--- config.mk ---
export PLATFORM = sky130hd
export DESIGN_NAME = multicycle_control
export DESIGN_NICKNAME = d
export VERILOG_FILES = /design/src/rtl/mips_ctrl_pkg.sv /design/src/rtl/alu_decoder.sv /design/src/rtl/multicycle_control.sv
export SDC_FILE = /design/constraint.sdc
export NUM_CORES = 1
export LEC_CHECK = 0
export CORE_MARGIN = 2
export CORE_UTILIZATION = 34
export DETAILED_ROUTE_END_ITERATION = 8
export GPL_TIMING_DRIVEN = 0
export PLACE_DENSITY = 0.74
export SLEW_MARGIN = 20
export SYNTH_ARGS = -nofsm -noshare
export SYNTH_HDL_FRONTEND = slang
export SYNTH_SLANG_ARGS = --single-unit
export TNS_END_PERCENT = 10
--- constraint.sdc ---
create_clock -name clk -period 1.8 [get_ports clk]
set_input_delay 0.27 -clock clk [delete_from_list [all_inputs] [get_ports clk]]
set_output_delay 0.27 -clock clk [all_outputs]
set_load 0.03 [all_outputs]
--- src/rtl/mips_ctrl_pkg.sv ---
// Shared encodings for the multicycle MIPS control unit: state codes, opcode/funct
// constants, ALU control values and datapath mux select codes.
package mips_ctrl_pkg;

  typedef enum logic [3:0] {
    S_FETCH   = 4'd0,
    S_DECODE  = 4'd1,
    S_MEMADR  = 4'd2,
    S_MEMRD   = 4'd3,
    S_MEMWB   = 4'd4,
    S_MEMWR   = 4'd5,
    S_EXECUTE = 4'd6,
    S_ALUWB   = 4'd7,
    S_BRANCH  = 4'd8,
    S_ADDIEX  = 4'd9,
    S_ADDIWB  = 4'd10,
    S_JUMP    = 4'd11
  } state_t;

  localparam logic [5:0] OP_RTYPE = 6'b000000;
  localparam logic [5:0] OP_LW    = 6'b100011;
  localparam logic [5:0] OP_SW    = 6'b101011;
  localparam logic [5:0] OP_BEQ   = 6'b000100;
  localparam logic [5:0] OP_ADDI  = 6'b001000;
  localparam logic [5:0] OP_J     = 6'b000010;

  localparam logic [5:0] FN_ADD = 6'b100000;
  localparam logic [5:0] FN_SUB = 6'b100010;
  localparam logic [5:0] FN_AND = 6'b100100;
  localparam logic [5:0] FN_OR  = 6'b100101;
  localparam logic [5:0] FN_SLT = 6'b101010;

  localparam logic [2:0] ALU_OR  = 3'b000;
  localparam logic [2:0] ALU_AND = 3'b001;
  localparam logic [2:0] ALU_ADD = 3'b010;
  localparam logic [2:0] ALU_SUB = 3'b110;
  localparam logic [2:0] ALU_SLT = 3'b111;

  localparam logic [1:0] ALUOP_ADD   = 2'b00;
  localparam logic [1:0] ALUOP_SUB   = 2'b01;
  localparam logic [1:0] ALUOP_FUNCT = 2'b10;

  localparam logic [1:0] SRCB_B      = 2'b00;
  localparam logic [1:0] SRCB_FOUR   = 2'b01;
  localparam logic [1:0] SRCB_IMM    = 2'b10;
  localparam logic [1:0] SRCB_IMMSH2 = 2'b11;

  localparam logic [1:0] PCSRC_ALU    = 2'b00;
  localparam logic [1:0] PCSRC_ALUOUT = 2'b01;
  localparam logic [1:0] PCSRC_JUMP   = 2'b10;

endpackage

--- src/rtl/alu_decoder.sv ---
// Combinational ALU control decode: fixed ADD/SUB for address and compare work,
// funct-driven operation for R-type execute.
module alu_decoder
  import mips_ctrl_pkg::*;
(
  input  logic [1:0] i_alu_op,
  input  logic [5:0] i_funct,
  output logic [2:0] o_alu_control,
  output logic       o_bad_funct
);

  always_comb begin
    o_alu_control = ALU_ADD;
    o_bad_funct   = 1'b0;
    case (i_alu_op)
      ALUOP_ADD: o_alu_control = ALU_ADD;
      ALUOP_SUB: o_alu_control = ALU_SUB;
      ALUOP_FUNCT: begin
        case (i_funct)
          FN_ADD:  o_alu_control = ALU_ADD;
          FN_SUB:  o_alu_control = ALU_SUB;
          FN_AND:  o_alu_control = ALU_AND;
          FN_OR:   o_alu_control = ALU_OR;
          FN_SLT:  o_alu_control = ALU_SLT;
          default: o_bad_funct   = 1'b1;
        endcase
      end
      default: o_alu_control = ALU_ADD;
    endcase
  end

endmodule

--- src/rtl/multicycle_control.sv ---
// Multicycle MIPS control FSM: sequences fetch/decode/execute/writeback, stalls on
// mem_ready, and drives ALU control plus every datapath enable and mux select.
module multicycle_control
  import mips_ctrl_pkg::*;
(
  input  logic       clk,
  input  logic       reset,
  input  logic [5:0] opcode,
  input  logic [5:0] funct,
  input  logic       zero,
  input  logic       mem_ready,
  output logic       mem_req,
  output logic       iord,
  output logic       mem_write,
  output logic       ir_write,
  output logic       reg_dst,
  output logic       mem_to_reg,
  output logic       reg_write,
  output logic       alu_src_a,
  output logic [1:0] alu_src_b,
  output logic [2:0] alu_control,
  output logic [1:0] pc_src,
  output logic       pc_en,
  output logic       illegal_op,
  output logic [3:0] state_dbg
);

  state_t     r_state;
  state_t     w_next;
  logic [1:0] w_alu_op;
  logic [2:0] w_alu_control;
  logic       w_bad_funct;
  logic       w_mem_req, w_mem_write, w_ir_write, w_reg_write;
  logic       w_pc_write, w_branch, w_illegal;

  always_ff @(posedge clk) begin
    if (reset) r_state <= S_FETCH;
    else       r_state <= w_next;
  end

  // ALU op depends on state only, kept apart so the decoder feeds the main block acyclically.
  always_comb begin
    w_alu_op = ALUOP_ADD;
    case (r_state)
      S_BRANCH:  w_alu_op = ALUOP_SUB;
      S_EXECUTE: w_alu_op = ALUOP_FUNCT;
      default:   w_alu_op = ALUOP_ADD;
    endcase
  end

  alu_decoder u_alu_decoder (
    .i_alu_op      (w_alu_op),
    .i_funct       (funct),
    .o_alu_control (w_alu_control),
    .o_bad_funct   (w_bad_funct)
  );

  always_comb begin
    w_next      = S_FETCH;
    w_mem_req   = 1'b0;
    w_mem_write = 1'b0;
    w_ir_write  = 1'b0;
    w_reg_write = 1'b0;
    w_pc_write  = 1'b0;
    w_branch    = 1'b0;
    w_illegal   = 1'b0;
    iord        = 1'b0;
    reg_dst     = 1'b0;
    mem_to_reg  = 1'b0;
    alu_src_a   = 1'b0;
    alu_src_b   = SRCB_B;
    pc_src      = PCSRC_ALU;
    case (r_state)
      S_FETCH: begin
        w_mem_req  = 1'b1;
        alu_src_b  = SRCB_FOUR;
        w_ir_write = mem_ready;
        w_pc_write = mem_ready;
        w_next     = mem_ready ? S_DECODE : S_FETCH;
      end
      S_DECODE: begin
        alu_src_b = SRCB_IMMSH2;
        case (opcode)
          OP_LW, OP_SW: w_next = S_MEMADR;
          OP_RTYPE:     w_next = S_EXECUTE;
          OP_BEQ:       w_next = S_BRANCH;
          OP_ADDI:      w_next = S_ADDIEX;
          OP_J:         w_next = S_JUMP;
          default:      w_illegal = 1'b1;
        endcase
      end
      S_MEMADR: begin
        alu_src_a = 1'b1;
        alu_src_b = SRCB_IMM;
        w_next    = (opcode == OP_SW) ? S_MEMWR : S_MEMRD;
      end
      S_MEMRD: begin
        w_mem_req = 1'b1;
        iord      = 1'b1;
        w_next    = mem_ready ? S_MEMWB : S_MEMRD;
      end
      S_MEMWB: begin
        w_reg_write = 1'b1;
        mem_to_reg  = 1'b1;
      end
      S_MEMWR: begin
        w_mem_req   = 1'b1;
        iord        = 1'b1;
        w_mem_write = 1'b1;
        w_next      = mem_ready ? S_FETCH : S_MEMWR;
      end
      S_EXECUTE: begin
        alu_src_a = 1'b1;
        w_illegal = w_bad_funct;
        w_next    = S_ALUWB;
      end
      S_ALUWB: begin
        w_reg_write = 1'b1;
        reg_dst     = 1'b1;
      end
      S_BRANCH: begin
        alu_src_a = 1'b1;
        pc_src    = PCSRC_ALUOUT;
        w_branch  = 1'b1;
      end
      S_ADDIEX: begin
        alu_src_a = 1'b1;
        alu_src_b = SRCB_IMM;
        w_next    = S_ADDIWB;
      end
      S_ADDIWB: w_reg_write = 1'b1;
      S_JUMP: begin
        pc_src     = PCSRC_JUMP;
        w_pc_write = 1'b1;
      end
      default: w_next = S_FETCH;
    endcase
  end

  // Reset overrides every strobe in the same cycle, so a pending access is dropped at once.
  assign mem_req     = w_mem_req & ~reset;
  assign mem_write   = w_mem_write & ~reset;
  assign ir_write    = w_ir_write & ~reset;
  assign reg_write   = w_reg_write & ~reset;
  assign pc_en       = (w_pc_write | (w_branch & zero)) & ~reset;
  assign illegal_op  = w_illegal & ~reset;
  assign alu_control = reset ? ALU_ADD : w_alu_control;
  assign state_dbg   = r_state;

endmodule

==> metrics.yaml <==
diodes: 0
ir_drop_mv: 0.164
largest_register_ff_count: 4
vias_per_cell: 5.47
p_switching_uw: 138
core_mm2: 0.00192
finalSetupViolCount: 7
seq_area_frac_synth_pct: 11.8
clkTransAtPathRegs_ps: 50
grt_pass1_wl_mm: 4.13
crit_path_max_fanout: 4
place.gp.congestion: 0.903
drc: 0
min-delay-start: "opcode[3]"
syn_area_um2: 679
initial_core_util_pct: 35.4
final_cell_mix: "17 x clkdlybuf4s50_1, 12 x buf_4, 11 x nor3_1, 8 x a21oi_1, 7 x nand2_1"
start_kind: "flip-flop"
cts-root-buf: "clkbuf_4"
multi_input_area_um2: 667
cts_made_buffers: 3
drtAntennaViolNets: 0
grt_use_total_pct: 22.2
vias: 968
required_ps: 1530
register_area_um2: 92.6
drt-pass1-iter-count: 4
critPathLaunch: "state_dbg[0]$_SDFF_PP0_"
syn_area_per_cell_um2: 6.53
post-route-period-util_pct: 118
p_total_uw: 389
ios: 37
utilization_pct: 66.3
p_clk_share_pct: 33.6
cap_violations: 0
grt_max_degree: 11
yosysWarnings: 0
cts_tree: "built"
fillers: 183
cp-end-kind: "output pin"
tightest_slew_ps: 436
grt.overflow.total: 0
fmax_ghz: 0.472
place_ws_ps: -725
violations: "setup timing"
die_w_um: 48.7
synth-edff-count: 0
async_flop_share_pct: 0
wl_mm: 2.45
drive_gt1_share_pct: 38.0
cell_internal_pwr_uw: 251
ys.flop_type: "dfxtp_1"
dpl.hpwl_mm: 1.68
swShare_pct: 35.4
rr_startpoint: "state_dbg[1]$_SDFF_PP0_"
grt_pass1_vias: 899
clkSinkCount: 4
first_iter_violations: 20
critical_path_arrival_ps: 1850
cts_hold_buf: 0
clk_latency_ps: 250
area_growth_syn_to_layout_pct: 87.5
pwr-share-seq_pct: 23.3
nets: 169
mostFrequentLayoutCell: "clkdlybuf4s50_1"
synth.area.top_cells: "dfxtp_1 12%, nor3_1 11%, a21oi_1 6.6%"
rsz0062_at_grt: "true"
die_area_mm2: 0.00237
clockBufferDepth: 2
setup_ws_ps: -320
max_slew_margin_pct: 70.5
synthCells: 104
synth_cell_types: 36
htreeDepth: 1
wire_per_inst_um: 13.9
p_per_area_mw_per_mm2: 305
cellLeakagePower_uw: 0.000502
synthesis.nets: 122
hold_viol_final: 0
die_h_um: 48.7
synth.top_cell.area_share_pct: 11.8
critPathKind: "reg2out"
hold_path.class: "in2reg"
finalMaxSlewViolations: 0
period_needed_ps: 2120
ys_seq_elements: 4
yosys.area.top_type: "dfxtp_1"
rows: 16
combPwrFrac_pct: 43.0
skew_ps: 9.43
antenna_found_initial: 0
status: "finished with violations"
place.port_buffers: 35
==> Yosys cell counts, types with 2 or more instances <==
master and count:
nand2_1 8, nand3_1 3, o21ai_0 4, nor2b_1 6
a31oi_1 2, mux2i_1 2, buf_2 4, nand2b_1 4
a21oi_1 9, nor4_1 3, nor3_1 15, inv_1 4
xnor2_1 2, clkbuf_1 4, ha_1 2, nor2_1 8
nor3b_1 2, dfxtp_1 4
==> cell type report <==
cell class / instances / area share (%)
flip-flops and latches: 4 / 7.27
plain buffers: 7 / 4.52
clock buffers: 4 / 2.06
multi-input cells: 88 / 52.4
well taps: 27 / 2.65
inverters: 4 / 1.57
repair buffers: 43 / 29.6
==> power by group through the flow <==
| stage | clock network (uW) | registers, uW | logic (uW) |
|---|---|---|---|
| 2_1_floorplan | 0 | 98.2 | 81.6 |
| 3_3_place_gp | 0 | 94.9 | 153 |
| 3_5_place_dp | 0 | 95.0 | 155 |
| 4_1_cts | 131 | 90.8 | 161 |
| 5_1_grt | 136 | 91.0 | 179 |
| 6_report | 131 | 90.8 | 167 |
==> through the flow <==
step | hold WS [ps] | cell area (um2) | instances | setup TNS (ps)
global route | 623 | 1270 | 177 | -1790
CTS | 580 | 1280 | 177 | -1640
finish | 597 | 1270 | 177 | -1410
global placement | 593 | 1180 | 166 | -6140
floorplan | 468 | 797 | 104 | -993
detailed placement | 580 | 1180 | 166 | -6450
==> worst max-delay path, cell delays in order (launching register included) <==
cell and delay (ps):
dfxtp_4 350, buf_6 120, or3_4 410, ha_4 190, a2111o_1 380, buf_6 150
==> cell families after synthesis <==
kind of cell             count (synthesis)  share of synthesized area [%]
XOR/XNOR                                 3                           3.87
adder cells (fa/ha/maj)                  2                           3.68
AO/OA/AOI/OAI                           25                           25.0
AND/OR/NAND/NOR                         56                           45.3
multiplexers                             2                           2.95
flip-flops                               4                           11.8
buffers and inverters                   12                           7.37
==> per-layer routing <==
layer / track usage (%) / share of wire [%]
met3: 4.32 / 5.5
met4: 9.05 / 1.5
met1: 25.8 / 42
met2: 39.3 / 51
met5: 0 / 0
==> final timing paths <==
kind / depth (start not counted) / endpoint / slack (ps)
max: 5 / alu_control[1] / -320
min: 4 / state_dbg[1]$_SDFF_PP0_ / 600
max reg2reg: 4 / state_dbg[1]$_SDFF_PP0_ / 280
min reg2reg: 2 / state_dbg[3]$_SDFF_PP0_ / 600
==> what timing repair did <==
item	in CTS	in global routing
setup endpoints to repair	17	14
pin swaps	3	2
gates resized for setup	82	24
setup buffers	8	0
No activity file was read; power rests on OpenSTA's default activity.
